### src/rtl/pad_block_sequencer.sv
// Purpose: packs a plaintext byte stream into padded blocks {length byte, payload} for the cipher core.
// Latency: the block is presented the cycle after its closing byte is accepted; PAY_BYTES+1 cycles per full block.
// Backpressure: in_ready is low while a block waits in EMIT; the block and its tags hold until blk_ready takes it.
module pad_block_sequencer #(
    parameter int PAY_BYTES = 31,
    parameter int IDX_W     = 8
) (
    input  logic                         clk,
    input  logic                         reset,
    input  logic                         in_valid,
    output logic                         in_ready,
    input  logic [7:0]                   in_data,
    input  logic                         in_last,
    output logic                         blk_valid,
    input  logic                         blk_ready,
    output logic [8*(PAY_BYTES+1)-1:0]   blk_data,
    output logic                         blk_last,
    output logic [IDX_W-1:0]             blk_idx
);

    localparam int PAY_W = 8 * PAY_BYTES;
    localparam int CNT_W = $clog2(PAY_BYTES + 1);

    localparam logic [0:0] FILL = 1'b0;
    localparam logic [0:0] EMIT = 1'b1;

    // Length byte sits on top of the payload so the block leaves as one packed word.
    typedef struct packed {
        logic [7:0]       len;
        logic [PAY_W-1:0] pay;
    } blk_t;

    logic [0:0]       state;
    blk_t             blk;
    logic [CNT_W-1:0] count;
    logic             take_byte;
    logic             take_blk;
    logic             close_blk;
    logic [7:0]       bytes_in_blk;

    // Handshakes depend on the state register only, so there is no input-to-output path.
    assign in_ready  = (state == FILL);
    assign blk_valid = (state == EMIT);
    assign blk_data  = blk;

    assign take_byte    = in_valid && in_ready;
    assign take_blk     = blk_valid && blk_ready;
    assign bytes_in_blk = 8'(count) + 8'd1;

    // A block closes on the byte that fills the last payload slot or on a message end.
    assign close_blk = take_byte && (in_last || (count == CNT_W'(PAY_BYTES - 1)));

    // Fill the buffer byte by byte, then hold the finished block until the core takes it.
    always_ff @(posedge clk or posedge reset) begin
        if (reset) begin
            state    <= FILL;
            blk      <= '0;
            count    <= '0;
            blk_last <= 1'b0;
            blk_idx  <= '0;
        end else if (state == FILL) begin
            if (take_byte) begin
                for (int k = 0; k < PAY_BYTES; k++) begin
                    if (count == CNT_W'(k)) begin
                        blk.pay[8*k +: 8] <= in_data;
                    end
                end
                count <= count + CNT_W'(1);
                if (close_blk) begin
                    // Length is in bits: eight per byte actually carried in this block.
                    blk.len  <= 8'(bytes_in_blk << 3);
                    blk_last <= in_last;
                    state    <= EMIT;
                end
            end
        end else begin
            if (take_blk) begin
                // Clearing the buffer keeps unused bytes of a later short block at zero.
                blk     <= '0;
                count   <= '0;
                state   <= FILL;
                blk_idx <= blk_last ? '0 : blk_idx + IDX_W'(1);
            end
        end
    end

endmodule
### config.mk
export PLATFORM = sky130hd
export DESIGN_NAME = pad_block_sequencer
export DESIGN_NICKNAME = d
export VERILOG_FILES = /design/src/rtl/pad_block_sequencer.sv
export SDC_FILE = /design/constraint.sdc
export NUM_CORES = 1
export LEC_CHECK = 0
export ABC_AREA = 0
export CAP_MARGIN = 20
export CORE_MARGIN = 3
export CORE_UTILIZATION = 50
export CTS_CLUSTER_DIAMETER = 40
export CTS_CLUSTER_SIZE = 24
export DETAILED_ROUTE_END_ITERATION = 8
export PLACE_DENSITY_LB_ADDON = 0.25
export SLEW_MARGIN = 15
export SYNTH_ARGS = -nofsm -noshare
export SYNTH_HDL_FRONTEND = slang
export SYNTH_SLANG_ARGS = --single-unit
### constraint.sdc
create_clock -name clk -period 12.9 [get_ports clk]
set_input_delay 2.58 -clock clk [delete_from_list [all_inputs] [get_ports clk]]
set_output_delay 2.58 -clock clk [all_outputs]
set_load 0.01 [all_outputs]
==> metrics.md, run 1 <==
| Metric | Value |
|---|---|
| Status | `complete, no violations` |
| Residual DRC count | `0` |
| Final nets | `1259` |
| CTS root buf | `clkbuf_16` |
| Vias | `8970` |
| Final Hold Fails | `0` |
| Period utilisation layout | `36.66%` |
| Maximum clock rate | `211.5 MHz` |
| DRT Wirelength | `34210 um` |
| GPL Wtd Cong | `0.8127` |
| Non-filler cells, final | `1540` |
| Worst-margin pin slew | `1.001 ns` |
| Crit path time final | `4.729 ns` |
| Placed Cells incl. Taps | `1480` |
| Hold Path Stages | `2` |
| Hold Path Class | `reg -> reg` |
| #FFs+latches synth | `268` |
| Number of I/O pins | `280` |
| Overflow after GRT | `0` |
| Via/cell ratio | `5.825` |
| Largest net degree at the start of global routing | `136` |
| # setup viols final | `0` |
| Die Y | `157.4 um` |
| Synth unique cells | `49` |
| Initial Util | `51.73%` |
| Routed wire per std cell | `22.22 um` |
| Initial drt markers | `651` |
| CP arrival | `5.12 ns` |
| R2r worst-path depth | `4` |
| Area added between synthesis and finish | `34.72%` |
| Total negative slack | `0 ns` |
| Max Cap Violations | `0` |
| Ant. Diodes | `0` |
| Port bufs | `276` |
| Post-Route Utilization | `69.69%` |
| Cell count after synthesis | `1014` |
| RSZ-0062 raised after global routing | `no` |
| Core area | `0.02216 sq mm` |
| Max Fanout on Critical Path | `94` |
| CTS Hold Buffers Added | `0` |
| Sink Count | `268` |
| Initial DRT Pass Iterations | `5` |
| Slew HR | `33.03%` |
| Post-CTS Resized | `0` |
| Post-synthesis sequential area ratio | `58.50%` |
| Longest Clk Path Bufs | `3` |
| CTS tree | `built` |
| Clk_skew | `0.01919 ns` |
| Area of the mapped netlist | `0.01146 sq mm` |
| Full die area | `0.02478 sq mm` |
| Worst vdd ir | `0.1137 mV` |
| Vias in the first global route | `9101` |
| First-pass GRT wire length | `52650 um` |
| Worst endpoint required time | `13.29 ns` |
| Post-route antenna net violation count | `0` |
| Max Slew Vio Count | `0` |
| Power Density | `167.1 mW/mm^2` |
| H-tree levels | `2` |
| Clock transition at path regs | `0.06 ns` |
| Clk_lat worst skew | `0.51 ns` |
| Worst Setup End Kind | `flip-flop` |
| GRT Overall Usage | `27.31%` |
| Leak | `7.367 nW` |
| Cell row count | `54` |
| Yosys synthesis warning count | `0` |
| Crit path kind | `in -> reg` |
| Syn Area/Cell | `11.31 sq um` |
| Hpwl dp | `21050 um` |
| TritonCTS buffer count | `37` |
| Antenna violations before repair | `0` |
| Post-CTS setup buffer count | `0` |
| Layout cells sized above 1 | `8.175%` |
| Die Span X | `157.4 um` |
| Critical Path Start Type | `primary input` |
## through the flow
step           worst slack [ns]  power (W)  area, sq um  hold slack [ns]
6_report                  8.171   0.002581        15440           0.5192
5_1_grt                   7.976   0.002681        15440           0.5481
4_1_cts                   8.171   0.002592        15430           0.5242
3_5_place_dp              7.622   0.001579        14220           0.5160
3_3_place_gp              7.707   0.001569        14220           0.5048
2_1_floorplan             2.938   0.001310        11470           0.5343
## worst paths after layout
check,startpoint,end,slack [ns]
min reg2reg,blk_data[89],blk_data[89],0.52
min in group asynchronous,reset,blk_data[121],2.68
min,blk_data[89],blk_data[89],0.52
max reg2reg,blk_valid,blk_idx[5],10.05
max in group asynchronous,reset,blk_data[159],8.69
max,blk_ready,blk_idx[5],8.17
## state kept, by name, indices dropped and copies added (netlist names)
register and count:
blk_data 253, blk_idx 8, blk_valid 1, count 5
blk_last 1
## cells in the mapped netlist, drive strengths merged
library cell | n | share of area [%]
and2 | 1 | 0.055
o22ai | 1 | 0.055
inv | 17 | 0.56
conb | 1 | 0.033
nand4bb | 1 | 0.098
nor2b | 6 | 0.33
nand2b | 5 | 0.27
clkbuf | 62 | 2.0
or3 | 2 | 0.11
nand4 | 5 | 0.59
o211ai | 120 | 7.9
nor2 | 4 | 0.17
or2 | 15 | 0.82
and3 | 1 | 0.055
o41ai | 1 | 0.076
a41oi | 1 | 0.076
nand2 | 152 | 5.2
nor4bb | 3 | 0.26
nand3b | 2 | 0.13
buf | 48 | 2.4
dfrtp | 268 | 58
nand4b | 3 | 0.47
or4 | 1 | 0.066
o21ai | 128 | 5.6
a22o | 2 | 0.15
nand3 | 10 | 0.76
mux2i | 135 | 12
and4b | 1 | 0.087
a21o | 1 | 0.066
a21boi | 1 | 0.066
o2bb2ai | 1 | 0.076
xnor2 | 1 | 0.076
a21oi | 5 | 0.22
and3b | 1 | 0.076
ha | 6 | 0.65
o311ai | 2 | 0.15
## worst max-delay path: stages
cell             delay, ns
clkdlybuf4s50_1       0.70
nand2_4               0.47
buf_4                 0.61
or3_1                 0.42
o311ai_1              0.27
## cell type report
class                   instances  area [sq um]
well taps                     280         350.3
clock inverters                18         235.2
flip-flops and latches        268          6706
inverters                      17         71.32
repair buffers                295          2913
multi-input cells             621          4198
clock buffers                  41         970.9
fillers                      1636          6716
## cell families (layout without fill, tap and decap cells)
group / after synthesis / count (layout) / synth area share (%)
mux: 135 / 135 / 11.79
flops: 268 / 268 / 58.50
buf+inv: 127 / 371 / 5.020
xor+xnor: 1 / 1 / 0.07641
other cells: 1 / 3 / 0.03271
fa+ha+maj: 6 / 6 / 0.6548
compound gates: 263 / 263 / 14.38
simple gates: 213 / 213 / 9.549
## power by group
part           leakage [nW]  switching [W]  internal, W
logic                  3.08       0.000320     0.000239
clock network         0.589       0.000382     0.000626
registers              3.69      0.0000784     0.000935
total                  7.37       0.000780      0.00180
## layout by cell type (no fill, tap or decap), drive strengths merged, types with 2 or more instances in the layout
cell           count
clkbuf            41
nand2b             5
nand4b             3
or3                2
a22o               2
nor2               4
nor4bb             3
dfrtp            268
buf               19
o211ai           120
bufinv             4
inv               23
nand3             10
o311ai             2
mux2i            135
nand4              5
o21ai            128
clkinv             6
clkinvlp           2
nor2b              6
conb               3
ha                 6
a21oi              5
nand3b             2
nand2            152
clkdlybuf4s50    276
or2               15
## metal layers
metal | GRT usage, % | routed length (um) | vias to the layer above
met3 | 9.321 | 3127 | 78
met4 | 9.628 | 1132 | 0
met1 | 35.66 | 13860 | 4480
met5 | 0 | 0 | -
li1 | - | - | 4015
met2 | 42.89 | 16090 | 397
Power figures use the tool's default switching activity.
==> run 2, diff against run 1 <==
- clock period: 12.9 -> 4.4 ns (I/O delays scaled with it)
==> metrics.md, run 2 (same netlist as run 1, synthesis figures left out) <==
| Metric | Value |
|---|---|
| Hpwl dp | `22160 um` |
| GRT Overall Usage | `28.11%` |
| R2r setup slk | `1.90 ns` |
| Die Y | `157.4 um` |
| Full die area | `0.02478 sq mm` |
| Worst vdd ir | `0.3709 mV` |
| Sink Count | `268` |
| Die Span X | `157.4 um` |
| Slew HR | `32.61%` |
| Worst Setup End Kind | `primary output` |
| # setup viols final | `0` |
| Max reg flops | `253` |
| Vias in the first global route | `9274` |
| CP endpoint | `in_ready` |
| CTS root buf | `clkbuf_16` |
| Max Fanout on Critical Path | `22` |
| Post-route antenna net violation count | `0` |
| Clock transition at path regs | `0.06 ns` |
| Port bufs | `276` |
| Fill cells | `1603` |
| Hold Path Stages | `2` |
| Vias | `9094` |
| Period utilisation layout | `67.78%` |
| Post-CTS setup buffer count | `0` |
| H-tree levels | `2` |
| Antenna violations before repair | `1` |
| Maximum clock rate | `335.3 MHz` |
| CTS tree | `built` |
| RSZ-0062 raised after global routing | `no` |
| Post-Route Utilization | `70.77%` |
| Slowest Stage Delay on Critical Path | `0.82 ns` |
| Most frequent cells in the layout | `clkdlybuf4s50_1 (276), dfrtp_1 (268), nand2_1 (141)` |
| Area added between synthesis and finish | `36.80%` |
| Leak | `7.475 nW` |
| Hold Slack | `0.5245 ns` |
| TritonCTS buffer count | `36` |
| Clk_skew | `0.03413 ns` |
| Overflow after GRT | `0` |
| Dpl cell area | `0.01439 sq mm` |
| CP max-delay cell | `dfrtp_1` |
| Final Hold Fails | `0` |
| Initial drt markers | `524` |
| Via/cell ratio | `5.837` |
| Hold Path Class | `reg -> reg` |
| Worst-margin pin slew | `1.008 ns` |
| Final nets | `1268` |
| Worst endpoint required time | `3.52 ns` |
| Critical Path Start Type | `flip-flop` |
| Reg2Reg Launch Point | `blk_valid` |
| Largest net degree at the start of global routing | `98` |
| R2r endpoint | `blk_data[238]` |
| Status | `complete, no violations` |
| Commonest non-fill, non-tap cell in the layout | `clkdlybuf4s50_1` |
| Crit-path cells | `inv_2 -> clkdlybuf4s50_1` |
| CP startpoint | `blk_valid` |
| Core area | `0.02216 sq mm` |
| Power Density | `493.0 mW/mm^2` |
| Longest Clk Path Bufs | `3` |
| Post-CTS Resized | `0` |
| GPL Wtd Cong | `0.8218` |
| Cell row count | `54` |
| Max Slew Vio Count | `0` |
| R2r worst-path depth | `4` |
| Finished Cell Area | `0.01568 sq mm` |
| Residual DRC count | `0` |
| Initial DRT Pass Iterations | `7` |
| Number of I/O pins | `280` |
| Max Cap Violations | `0` |
| CP arrival | `2.10 ns` |
| First-pass GRT wire length | `54300 um` |
| Initial Util | `51.73%` |
| CTS Hold Buffers Added | `0` |
| Routed wire per std cell | `22.45 um` |
| DRT Wirelength | `34980 um` |
| Crit path kind | `reg -> out` |
| Clk_lat worst skew | `0.53 ns` |
| Crit path time final | `2.982 ns` |
| Layout cells sized above 1 | `9.084%` |
-- run 2: worst min path at each step --
stage / startpoint / to
4_1_cts: blk_data[100] / blk_data[100]
6_report: blk_data[121] / blk_data[121]
3_5_place_dp: blk_data[235] / blk_data[235]
3_3_place_gp: blk_idx[7] / blk_idx[7]
2_1_floorplan: count[0] / blk_data[251]
5_1_grt: blk_data[113] / blk_data[113]
-- run 2: final cells by class --
type,instances,area [sq um],area share (%)
antenna,1,2.502,0.01596
tap,280,350.3,2.234
timing repair buffer,305,3070,19.58
inverter,17,67.56,0.4308
sequential,268,6706,42.76
multi-input combinational,621,4198,26.77
clock buffer,45,997.2,6.358
clock inverter,21,291.5,1.859
-- run 2: where the power goes --
| group | switching [W] | internal (W) |
|---|---|---|
| clock network | 0.00115 | 0.00193 |
| logic | 0.000950 | 0.000726 |
| registers | 0.000231 | 0.00274 |
-- run 2: per-stage QoR --
step                total power [W]  std cells  setup TNS [ns]  worst slack, ns
floorplan                  0.003840       1016          -5.217         -0.01947
global placement           0.004630       1489               0            1.295
detailed placement         0.004672       1491               0            1.207
CTS                        0.007769       1557               0            1.408
global route               0.008042       1558               0            1.324
finish                     0.007733       1558               0            1.418
-- run 2: routing by layer --
metal | up-vias | GRT usage (%) | part of all wire [%]
li1 | 4051 | - | -
met1 | 4590 | 36.00 | 40
met2 | 381 | 45.18 | 48
met3 | 72 | 9.046 | 9.2
met4 | 0 | 10.21 | 3.4
met5 | - | 0 | 0
-- run 2: worst max-delay path, delay by kind of cell, from the launching register on --
kind	cells	cell delay, ns
DFF	1	0.82
buffers and inverters	2	0.79
==> run 3, diff against run 2 <==
- CORE_UTILIZATION: 50 -> 45
- clock period: 4.4 -> 2.7 ns (I/O delays scaled with it)
==> metrics.md, run 3 (same netlist as run 1, synthesis figures left out) <==
| Metric | Value |
|---|---|
| Status | `complete, no violations` |
| DRT Wirelength | `35020 um` |
| Clock transition at path regs | `0.05 ns` |
| Full die area | `0.02743 sq mm` |
| Max Slew Vio Count | `0` |
| Antenna violations before repair | `0` |
| Initial Util | `46.46%` |
| Worst Setup End Kind | `primary output` |
| R2r worst-path depth | `4` |
| Final nets | `1285` |
| Pwr Total | `0.01241 W` |
| Critical Path Start Type | `flip-flop` |
| Clk_lat worst skew | `0.52 ns` |
| Port bufs | `276` |
| Core area | `0.02468 sq mm` |
| Fill cells | `1937` |
| R2r setup slk | `0.60 ns` |
| Longest Clk Path Bufs | `3` |
| Worst vdd ir | `0.5223 mV` |
| Crit path time final | `2.449 ns` |
| Combinational Power Share | `22.4%` |
| Dpl cell area | `0.01457 sq mm` |
| Residual DRC count | `0` |
| Sw frac | `31.00%` |
| Max reg flops | `253` |
| Placed Cells incl. Taps | `1551` |
| Sink Count | `268` |
| Routed wire per std cell | `21.63 um` |
| CTS Hold Buffers Added | `0` |
| TritonCTS buffer count | `37` |
| Die Span X | `165.6 um` |
| First-pass GRT wire length | `56100 um` |
| CP arrival | `1.91 ns` |
| GPL Wtd Cong | `0.8239` |
| Int Pwr | `0.008561 W` |
| RSZ-0062 raised after global routing | `no` |
| Maximum clock rate | `408.4 MHz` |
| Hpwl dp | `22850 um` |
| Net Switching | `0.003847 W` |
| Clk_skew | `0.01711 ns` |
| GRT Overall Usage | `25.26%` |
| Post-Route Utilization | `64.03%` |
| Most frequent cells in the layout | `clkdlybuf4s50_1 (276), dfrtp_1 (268), nand2_1 (141)` |
| CTS root buf | `clkbuf_16` |
| Seq pwr share | `38.9%` |
| Slew HR | `53.38%` |
| H-tree levels | `2` |
| Final Hold Fails | `0` |
| Number of I/O pins | `280` |
| Leak | `7.504 nW` |
| Initial DRT Pass Iterations | `7` |
| Vias in the first global route | `9545` |
| Area added between synthesis and finish | `37.82%` |
| Worst endpoint required time | `2.16 ns` |
| Post-CTS setup buffer count | `0` |
| # setup viols final | `0` |
| Commonest non-fill, non-tap cell in the layout | `clkdlybuf4s50_1` |
| Overflow after GRT | `0` |
| Layout cells sized above 1 | `10.36%` |
| Period utilisation layout | `90.69%` |
| Power Density | `785.3 mW/mm^2` |
| Max Fanout on Critical Path | `12` |
| Post-CTS Resized | `0` |
| Die Y | `165.6 um` |
| Max Cap Violations | `0` |
| Hold Path Class | `in -> async` |
| Reg2Reg Launch Point | `blk_valid` |
| R2r endpoint | `blk_data[213]` |
| Worst-margin pin slew | `0.6993 ns` |
| Post-route antenna net violation count | `0` |
| Power share of the clock group | `38.7%` |
| Cell row count | `57` |
| Vias | `9092` |
| Finished Cell Area | `0.01580 sq mm` |
| Largest net degree at the start of global routing | `82` |
| Crit path kind | `reg -> out` |
| Initial drt markers | `839` |
| CTS tree | `built` |
| Non-filler cells, final | `1619` |
| Via/cell ratio | `5.616` |
[run 3: cell count changes in the layout (fill, tap and decap cells not counted), sizes merged]
cell and change:
inv +6, bufinv -3, clkbuf -2, clkinv -6, buf +16, clkinvlp +6
[run 3: through the flow]
stage          hold WS (ns)  setup WS (ns)  setup TNS [ns]
4_1_cts              0.3446         0.2505               0
5_1_grt              0.3704         0.2110               0
2_1_floorplan        0.5343         -1.379         -369.70
3_3_place_gp         0.5036         0.2772               0
6_report             0.3576         0.2513               0
3_5_place_dp         0.5144         0.2748               0
[run 3: how the worst max path moves through the flow]
stage	cells after the start	end	start	slack (ns)
floorplan	1	blk_data[0]	reset	-1.38
global placement	6	blk_data[78]	in_valid	0.28
detailed placement	6	blk_data[187]	in_valid	0.27
CTS	2	in_ready	blk_valid	0.25
global route	2	in_ready	blk_valid	0.21
finish	2	in_ready	blk_valid	0.25
[run 3: routing by layer]
metal  vias to the layer above  share of wire (%)  track usage [%]
met5                         -                  0                0
met4                         0                2.3            7.595
met3                        58                8.7            7.555
met2                       361                 49            41.54
met1                      4596                 40            32.58
li1                       4077                  -                -
[run 3: worst max-delay path, cell delays in order (launching register included)]
cell	delay, ns
dfrtp_1	0.68
inv_2	0.19
clkdlybuf4s50_1	0.53
[run 3: final cells by class]
class	count	area (sq um)	share of cell area [%]
flip-flops and latches	268	6706	42.45
multi-input cells	621	4198	26.57
repair buffers	321	3188	20.18
clock buffers	43	991.0	6.272
well taps	324	405.4	2.566
clock inverters	24	241.5	1.528
inverters	17	67.56	0.4276
diodes	1	2.502	0.01584
[run 3: power groups by stage]
| stage | logic (W) | registers (W) | clock network [W] |
|---|---|---|---|
| 3_5_place_dp | 0.00277 | 0.00489 | 0 |
| 4_1_cts | 0.00279 | 0.00483 | 0.00487 |
| 2_1_floorplan | 0.00127 | 0.00499 | 0 |
| 3_3_place_gp | 0.00273 | 0.00488 | 0 |
| 6_report | 0.00278 | 0.00483 | 0.00480 |
| 5_1_grt | 0.00300 | 0.00489 | 0.00505 |
